==> config.mk <==
export PLATFORM = sky130hd
export DESIGN_NAME = rf_op_sequencer_flat
export DESIGN_NICKNAME = d
export VERILOG_FILES = /design/src/rtl/rf_op_sequencer_if.sv /design/src/rtl/rf_op_sequencer.sv /design/src/flat_wrapper.sv
export SDC_FILE = /design/constraint.sdc
export NUM_CORES = 1
export LEC_CHECK = 0
export ABC_CLOCK_PERIOD_IN_PS = 1750
export CAP_MARGIN = 20
export CORE_UTILIZATION = 25
export DETAILED_ROUTE_END_ITERATION = 16
export PLACE_DENSITY_LB_ADDON = 0.3
export REMOVE_ABC_BUFFERS = 1
export SLEW_MARGIN = 5
export SYNTH_ARGS = -nofsm -noshare
export SYNTH_HDL_FRONTEND = slang
export SYNTH_SLANG_ARGS = --single-unit
==> constraint.sdc <==
create_clock -name clk -period 1.75 [get_ports clk]
set_input_delay 0.2625 -clock clk [delete_from_list [all_inputs] [get_ports clk]]
set_output_delay 0.2625 -clock clk [all_outputs]
set_load 0.01 [all_outputs]
==> src/rtl/rf_op_sequencer_if.sv <==
// Command/response handshake bundle between micro-control and the RF op sequencer.
interface rf_op_sequencer_if #(
  parameter int DATA_W = 8
);
  logic              cmd_valid;
  logic              cmd_ready;
  logic [2:0]        cmd_op;
  logic [2:0]        cmd_dst;
  logic [2:0]        cmd_src;
  logic [DATA_W-1:0] cmd_imm;
  logic              rsp_valid;
  logic              rsp_ready;
  logic [DATA_W-1:0] rsp_data;
  logic              op_done;
  logic              cmd_err;

  modport master (
    output cmd_valid, cmd_op, cmd_dst, cmd_src, cmd_imm, rsp_ready,
    input  cmd_ready, rsp_valid, rsp_data, op_done, cmd_err
  );

  modport slave (
    input  cmd_valid, cmd_op, cmd_dst, cmd_src, cmd_imm, rsp_ready,
    output cmd_ready, rsp_valid, rsp_data, op_done, cmd_err
  );
endinterface

==> src/rtl/rf_op_sequencer.sv <==
// Sequences one register-file command at a time into the RF select/function/data lines.
// SWAP moves through a scratch T register over three cycles; READ returns data on a rsp handshake.
module rf_op_sequencer #(
  parameter int         DATA_W  = 8,
  parameter logic [2:0] SCRATCH = 3'd3
) (
  input  logic              clk,
  input  logic              reset,
  rf_op_sequencer_if.slave  bus,
  output logic [2:0]        rf_o1sel,
  output logic [2:0]        rf_o2sel,
  output logic [1:0]        rf_funsel,
  output logic [3:0]        rf_rsel,
  output logic [3:0]        rf_tsel,
  output logic [DATA_W-1:0] rf_i,
  input  logic [DATA_W-1:0] rf_o1,
  input  logic [DATA_W-1:0] rf_o2
);
  typedef enum logic [2:0] {IDLE, EX1, EX2, EX3, RESP} state_t;

  localparam logic [2:0] OP_CLR = 3'b000, OP_INC = 3'b001, OP_DEC = 3'b010, OP_LDI = 3'b011,
                         OP_MOV = 3'b100, OP_SWAP = 3'b101, OP_READ = 3'b110, OP_CLRALL = 3'b111;
  localparam logic [1:0] F_DEC = 2'b00, F_INC = 2'b01, F_LOAD = 2'b10, F_CLR = 2'b11;

  state_t            state_q, state_d;
  logic [2:0]        op_q, op_d, dst_q, dst_d, src_q, src_d;
  logic [DATA_W-1:0] imm_q, imm_d, rsp_data_q, rsp_data_d;
  logic              done_q, done_d, err_q, err_d;
  logic [7:0]        en;
  logic              swap_bad;

  // {rsel, tsel} one-hot enable for a register index; bit3 of each nibble is index 0 of its bank
  function automatic logic [7:0] dec(input logic [2:0] idx);
    logic [3:0] oh;
    oh = 4'b1000 >> idx[1:0];
    return idx[2] ? {oh, 4'b0000} : {4'b0000, oh};
  endfunction

  assign swap_bad = (src_q == SCRATCH) || (dst_q == SCRATCH);

  always_comb begin
    state_d    = state_q;
    op_d       = op_q;
    dst_d      = dst_q;
    src_d      = src_q;
    imm_d      = imm_q;
    rsp_data_d = rsp_data_q;
    done_d     = 1'b0;
    err_d      = 1'b0;
    en         = 8'h00;
    rf_o1sel   = 3'd0;
    rf_o2sel   = 3'd0;
    rf_funsel  = F_DEC;
    rf_i       = '0;
    unique case (state_q)
      IDLE: if (bus.cmd_valid) begin
        op_d    = bus.cmd_op;
        dst_d   = bus.cmd_dst;
        src_d   = bus.cmd_src;
        imm_d   = bus.cmd_imm;
        state_d = EX1;
      end
      EX1: begin
        state_d = IDLE;
        done_d  = 1'b1;
        unique case (op_q)
          OP_CLR:    begin en = dec(dst_q); rf_funsel = F_CLR; end
          OP_INC:    begin en = dec(dst_q); rf_funsel = F_INC; end
          OP_DEC:    begin en = dec(dst_q); rf_funsel = F_DEC; end
          OP_LDI:    begin en = dec(dst_q); rf_funsel = F_LOAD; rf_i = imm_q; end
          OP_MOV:    begin en = dec(dst_q); rf_funsel = F_LOAD; rf_o1sel = src_q; rf_i = rf_o1; end
          OP_CLRALL: begin en = 8'hFF; rf_funsel = F_CLR; end
          OP_READ: begin
            rf_o2sel   = src_q;
            rsp_data_d = rf_o2;
            state_d    = RESP;
            done_d     = 1'b0;
          end
          default: begin
            // SWAP: a scratch collision is rejected before any RF write; dst==src is a no-op
            if (swap_bad) begin
              err_d = 1'b1;
            end else if (dst_q != src_q) begin
              en        = dec(SCRATCH);
              rf_funsel = F_LOAD;
              rf_o1sel  = src_q;
              rf_i      = rf_o1;
              state_d   = EX2;
              done_d    = 1'b0;
            end
          end
        endcase
      end
      EX2: begin
        en        = dec(src_q);
        rf_funsel = F_LOAD;
        rf_o1sel  = dst_q;
        rf_i      = rf_o1;
        state_d   = EX3;
      end
      EX3: begin
        en        = dec(dst_q);
        rf_funsel = F_LOAD;
        rf_o1sel  = SCRATCH;
        rf_i      = rf_o1;
        state_d   = IDLE;
        done_d    = 1'b1;
      end
      RESP: if (bus.rsp_ready) begin
        state_d = IDLE;
        done_d  = 1'b1;
      end
      default: state_d = IDLE;
    endcase
  end

  assign {rf_rsel, rf_tsel} = en;
  assign bus.cmd_ready = (state_q == IDLE);
  assign bus.rsp_valid = (state_q == RESP);
  assign bus.rsp_data  = rsp_data_q;
  assign bus.op_done   = done_q;
  assign bus.cmd_err   = err_q;

  always_ff @(posedge clk) begin
    if (reset) begin
      state_q    <= IDLE;
      op_q       <= 3'd0;
      dst_q      <= 3'd0;
      src_q      <= 3'd0;
      imm_q      <= '0;
      rsp_data_q <= '0;
      done_q     <= 1'b0;
      err_q      <= 1'b0;
    end else begin
      state_q    <= state_d;
      op_q       <= op_d;
      dst_q      <= dst_d;
      src_q      <= src_d;
      imm_q      <= imm_d;
      rsp_data_q <= rsp_data_d;
      done_q     <= done_d;
      err_q      <= err_d;
    end
  end
endmodule

==> src/flat_wrapper.sv <==
// flat-port wrapper written by rule: the top's interface ports become plain ports
module rf_op_sequencer_flat 
#(
  parameter int         DATA_W  = 8,
  parameter logic [2:0] SCRATCH = 3'd3
)
  (clk, reset, rf_o1sel, rf_o2sel, rf_funsel, rf_rsel, rf_tsel, rf_i, rf_o1, rf_o2, bus_cmd_valid, bus_cmd_op, bus_cmd_dst, bus_cmd_src, bus_cmd_imm, bus_rsp_ready, bus_cmd_ready, bus_rsp_valid, bus_rsp_data, bus_op_done, bus_cmd_err);
  rf_op_sequencer_if #(.DATA_W(DATA_W)) bus_i ();
  input  logic clk;
  input  logic reset;
  output logic [2:0] rf_o1sel;
  output logic [2:0] rf_o2sel;
  output logic [1:0] rf_funsel;
  output logic [3:0] rf_rsel;
  output logic [3:0] rf_tsel;
  output logic [DATA_W-1:0] rf_i;
  input  logic [DATA_W-1:0] rf_o1;
  input  logic [DATA_W-1:0] rf_o2;
  input wire logic [$bits(bus_i.cmd_valid)-1:0] bus_cmd_valid;
  input wire logic [$bits(bus_i.cmd_op)-1:0] bus_cmd_op;
  input wire logic [$bits(bus_i.cmd_dst)-1:0] bus_cmd_dst;
  input wire logic [$bits(bus_i.cmd_src)-1:0] bus_cmd_src;
  input wire logic [$bits(bus_i.cmd_imm)-1:0] bus_cmd_imm;
  input wire logic [$bits(bus_i.rsp_ready)-1:0] bus_rsp_ready;
  output wire logic [$bits(bus_i.cmd_ready)-1:0] bus_cmd_ready;
  output wire logic [$bits(bus_i.rsp_valid)-1:0] bus_rsp_valid;
  output wire logic [$bits(bus_i.rsp_data)-1:0] bus_rsp_data;
  output wire logic [$bits(bus_i.op_done)-1:0] bus_op_done;
  output wire logic [$bits(bus_i.cmd_err)-1:0] bus_cmd_err;
  assign bus_i.cmd_valid = bus_cmd_valid;
  assign bus_i.cmd_op = bus_cmd_op;
  assign bus_i.cmd_dst = bus_cmd_dst;
  assign bus_i.cmd_src = bus_cmd_src;
  assign bus_i.cmd_imm = bus_cmd_imm;
  assign bus_i.rsp_ready = bus_rsp_ready;
  assign bus_cmd_ready = bus_i.cmd_ready;
  assign bus_rsp_valid = bus_i.rsp_valid;
  assign bus_rsp_data = bus_i.rsp_data;
  assign bus_op_done = bus_i.op_done;
  assign bus_cmd_err = bus_i.cmd_err;
  rf_op_sequencer #(.DATA_W(DATA_W), .SCRATCH(SCRATCH)) u_core (.clk(clk), .reset(reset), .bus(bus_i), .rf_o1sel(rf_o1sel), .rf_o2sel(rf_o2sel), .rf_funsel(rf_funsel), .rf_rsel(rf_rsel), .rf_tsel(rf_tsel), .rf_i(rf_i), .rf_o1(rf_o1), .rf_o2(rf_o2));
endmodule
-- Word-level counts from Yosys, hierarchy flattened
Cells that the tools add are included.
W data, S select, Z words.
- bitwise operators: 1
- reductions and logical operators: 15
- mux-type cells: 32
- shifts and indexed selects: 2
- equality and inequality tests: 15
- operator list (cell ; count):
    $pmux W8 S3 ; 3
    $mux W8 ; 5
    $mux W3 ; 7
    $eq A3 B2 Y1 const B ; 6
    $pmux W8 S2 ; 1
    $eq A3 B3 Y1 const B ; 4
    $pmux W3 S2 ; 2
    $pmux W3 S4 ; 1
    $reduce_or A6 Y1 ; 2
    $reduce_or A5 Y1 ; 2
    $pmux W3 S3 ; 1
    $reduce_or A9 Y1 ; 1
    $pmux W2 S4 ; 1
    $reduce_or A2 Y1 ; 4
    $shr A4 B2 Y4 const A ; 2
    $eq A3 B1 Y1 const B ; 2
    $logic_not A3 Y1 ; 2
    $mux W2 ; 3
    $reduce_and A2 Y1 ; 3
    $mux W1 ; 5
    $ne A2 B2 Y1 const B ; 2
    $pmux W2 S2 ; 1
    $ne A3 B3 Y1 ; 1
    $pmux W1 S3 ; 1
    3 further kinds ; 3
- bits of input ports: 37
- register bits after elaboration: 30

-- Logic depth before layout (Yosys ltp)
Gate-level depths: netlist of run 1.
- depth after elaboration: 5
- gate-level depth with buffers: 7
- gate-level depth less buffers: 5

-- Least setup slack after synthesis of run 1
OpenSTA, ideal clock, no wires.
- path kind: flip-flop to output port
- start point: register u_core.dst_q[0]
- end point: output port rf_i[0]
- path buffers: 1
- data arrival time: 1.491 ns
- required time: 1.487 ns
- cell stages (with the launch flop): 7
- path slack: -0.003 ns
- cell sequence: dfxtp_1 > buf_6 > nor4_2 > a21oi_1 > o32a_1 > a31o_2 > a22o_1
- longest elaborated chain between the ends: 5
- ends and longest elaborated chain (element ; line ; RTL):
    from (decl) ; rf_op_sequencer.sv:26 ; logic [2:0] op_q, op_d, dst_q, dst_d, src_q, src_d;
    from (signal assigned) ; rf_op_sequencer.sv:137 ; dst_q <= dst_d;
    $ne A3 B3 Y1 / $eq A3 B2 Y1 (equally long branches) ; rf_op_sequencer.sv:83, rf_op_sequencer.sv:39 ;
    $mux W8 / $logic_or A1 B1 Y1 (equally long branches) ; rf_op_sequencer.sv:83, rf_op_sequencer.sv:39 ;
    $mux W8 (*) ; rf_op_sequencer.sv:81 ; if (swap_bad) begin
    $pmux W8 S3 (*) ; rf_op_sequencer.sv:66 ; unique case (op_q)
    $pmux W8 S2 (*) ; rf_op_sequencer.sv:55 ; unique case (state_q)
    to (decl) ; flat_wrapper.sv:16 ; output logic [DATA_W-1:0] rf_i;
Every way passes the cells marked *; elsewhere a longest branch is shown, timed or not.

-- Final worst setup path of run 1
- start point: register u_core.dst_q[1]
- end point: output port rf_i[1]
Same word-level chain as after synthesis.

==> metrics.cfg, run 1 <==
[setup_path]
cp-start-kind=flop
crit_slowest_cell=dfxtp_4
arrival_ns=2.02
cpPeakStageDelay_ns=0.36
cp_max_fo=7
path_class=reg2out
worst-r2r-setup-slack_ns=-0.09
endpoint_kind=output port
cp_cell_sequence=buf_6, nor4_4, a21oi_2, o32a_1, a31o_4, a22o_1, buf_2
critPathRequiredTime_ns=1.49

[logic_synthesis]
ys_ff_latch=30
yosys.area.top_type=dfxtp_1
postSynthCellCount=235
async_flop_share=0
synth_cell_types=47
synth_top_area_share=0.334
synth_edf_count=0
postSynthAreaPerCell_sq_um=7.65
ys_top_cells_by_area=dfxtp_1, nand2_1, a21oi_1, nor2_1, mux2i_1
syn_area_sq_um=1800
synthFlopType=dfxtp_1
yosys_warnings=0
seq_area_frac_synth=0.334
synth_common_cells=nand2_1, dfxtp_1, a21oi_1, nor2_1
synth.most_common_cell=nand2_1

[clocking]
postCtsHoldBufs=0
clk-insertion-delay-late_ns=0.29
cts-htree-levels=2
clock_path_buffers=2
cts_root_buf=clkbuf_8
clk_pin_slew_ns=0.07
cts_tree=yes
cts_sinks=30
cts_buffers=5

[drt]
drt_wl_total_microns=6640
via_per_inst=4.81
remaining_drc_errors=0
wl_per_cell_microns=14.5
drt_iter0_markers=77
vias=2200
first_pass_iters=4
antenna_left=0

[global_routing]
grt_start_max_net_pins=26
grt-ovfl-total=0
use_met3=0.0362
grt_pass1_wl_microns=10400
grt_pass1_vias=2195
antenna_found_initial=0
top_usage_layer=met2
met1_usage=0.209
grtUsageTotal=0.179
grt_util_met2=0.315

[floorplan]
start_util=0.262
std_cell_rows=30
core_sq_um=6870
die_height_microns=86.8
die_w_microns=86.8
io_pins=73
dieArea_sq_um=7540

[pwr]
power_frac_comb=0.277
internal_power_uw=1260
seq_power_share=0.408
ir_drop_uv=344
total_power_uw=1790
p_leak_uw=0.00132
power_density_nw_per_um2=544
p_sw_frac=0.300
p_switching_uw=537
clockPowerShare=0.315

[timing]
holdWs_ns=0.458
finalCritPeriodShare=1.31
skew_ns=0.00369
clock.fmax_ghz=0.437
hold_violations=0
rsz0062_at_grt=true
drv_slew=0
min_period_ns=2.29
setup_tns_ns=-9.12
setup_viol=28
setup_ws_ns=-0.537
slew_headroom=0.746
worst_pin_slew_ns=0.381

[layout]
stdcell_count=457
drive_gt1_frac=0.391
antenna_cells=0
fin_nets=397
areaGrowthSynthToFinish_pct=83.3

[status]
violations=setup timing
status=finished, violations left

[place]
post-place-cells=433
preCtsSetupSlack_ns=-0.581
dp_hpwl_microns=4400
place.gp.congestion=0.862
port_buffers=72

[worst_hold_path]
min_path_type=reg2reg

[flow_run]
drv_cap=0

==> placed cells by master, fill, tap and decap left out, drive strengths merged, types with 2 or more instances in the layout <==
| cell type | Yosys | final |
|---|---|---|
| nand2b | 3 | 3 |
| o32ai | 5 | 5 |
| clkbuf | 7 | 5 |
| mux2i | 8 | 8 |
| dfxtp | 30 | 30 |
| or3 | 2 | 2 |
| o21a | 3 | 3 |
| o22ai | 2 | 2 |
| nor2 | 22 | 22 |
| nor4 | 4 | 4 |
| o31ai | 2 | 2 |
| dlygate4sd2 | 0 | 2 |
| nand2 | 49 | 49 |
| clkdlybuf4s50 | 0 | 46 |
| nor3 | 3 | 3 |
| a31oi | 8 | 8 |
| a21oi | 29 | 29 |
| and2 | 2 | 2 |
| inv | 6 | 5 |
| clkinv | 0 | 2 |
| nor3b | 2 | 2 |
| clkinvlp | 0 | 2 |
| a22o | 8 | 8 |
| buf | 14 | 91 |
| o21ai | 6 | 6 |
| nor2b | 4 | 4 |
==> kinds of logic after synthesis <==
| group | count (synthesis) | synth area share |
|---|---|---|
| AND/OR/NAND/NOR | 97 | 0.257 |
| AO/OA/AOI/OAI | 71 | 0.256 |
| flip-flops | 30 | 0.334 |
| buffers and inverters | 27 | 0.0988 |
| multiplexers | 8 | 0.0445 |
| XOR/XNOR | 2 | 0.00974 |
==> power by group through the flow <==
stage / logic, uW / clock network, uW / registers, uW
after floorplan: 127 / 0 / 762
after global placement: 384 / 0 / 747
after detailed placement: 389 / 0 / 747
after CTS: 465 / 577 / 732
after global routing: 534 / 607 / 736
final: 496 / 565 / 732
==> through the flow <==
stage          area [sq um]   util
2_1_floorplan          1640      -
3_3_place_gp           2880  0.419
3_5_place_dp           2880  0.419
4_1_cts                3110  0.453
5_1_grt                3300  0.480
6_report               3300  0.480
==> registers in the layout, summed over array words and instances (netlist names) <==
signal and flops:
u_core.src_q 3, u_core.imm_q 8, u_core.state_q 3, u_core.bus.rsp_data 8, u_core.dst_q 3, u_core.bus.op_done 1
u_core.op_q 3, u_core.bus.cmd_err 1
==> routing by layer <==
metal / share of wire / up-vias
met5: 0 / -
met4: 0.026 / 0
met3: 0.056 / 14
met2: 0.48 / 77
met1: 0.44 / 1026
li1: - / 1083
==> worst paths after layout <==
kind / to / depth (start not counted) / start
worst max-delay path: rf_i[1] / 7 / u_core.dst_q[1]$_SDFFE_PP0P_
worst min-delay path: u_core.imm_q[4]$_SDFFE_PP0P_ / 2 / u_core.imm_q[4]$_SDFFE_PP0P_
worst max register to register: u_core.bus.rsp_data[3]$_SDFFE_PP0P_ / 8 / u_core.state_q[1]$_SDFFE_PP0P_
worst min register to register: u_core.imm_q[4]$_SDFFE_PP0P_ / 2 / u_core.imm_q[4]$_SDFFE_PP0P_
==> critical path, delay by kind of cell (launching register included) <==
family | cells | cell delay [ns]
buffers and inverters | 2 | 0.25
and+or+nand+nor | 1 | 0.25
DFF | 1 | 0.36
AOI/OAI and AO/OA | 4 | 0.88
==> final cells by class <==
type | count | area, sq um
Timing Repair Buffer | 139 | 1210
Sequential cell | 30 | 613
Tap cell | 96 | 120
Inverter | 6 | 26.3
Fill cell | 650 | 3570
Clock buffer | 5 | 68.8
Multi-Input combinational cell | 178 | 1240
Clock inverter | 3 | 21.3
==> repair_timing <==
action                     CTS  global route
buffers inserted            13             8
setup endpoints to repair   26            34
gates cloned                 0             1
pin swaps                   17            18
gates resized for setup    144            33
Power figures use the tool's default switching activity.
==> inputs of run 2 (changes only) <==
--- a/config.mk
+++ b/config.mk
@@ -8,6 +8,7 @@
 export ABC_CLOCK_PERIOD_IN_PS = 1750
 export CAP_MARGIN = 20
 export CORE_UTILIZATION = 25
+export CTS_CLUSTER_DIAMETER = 40
 export DETAILED_ROUTE_END_ITERATION = 16
 export PLACE_DENSITY_LB_ADDON = 0.3
 export REMOVE_ABC_BUFFERS = 1
==> results of run 2 <==
The final DEF is identical to that of run 1; final timing and power are the same.
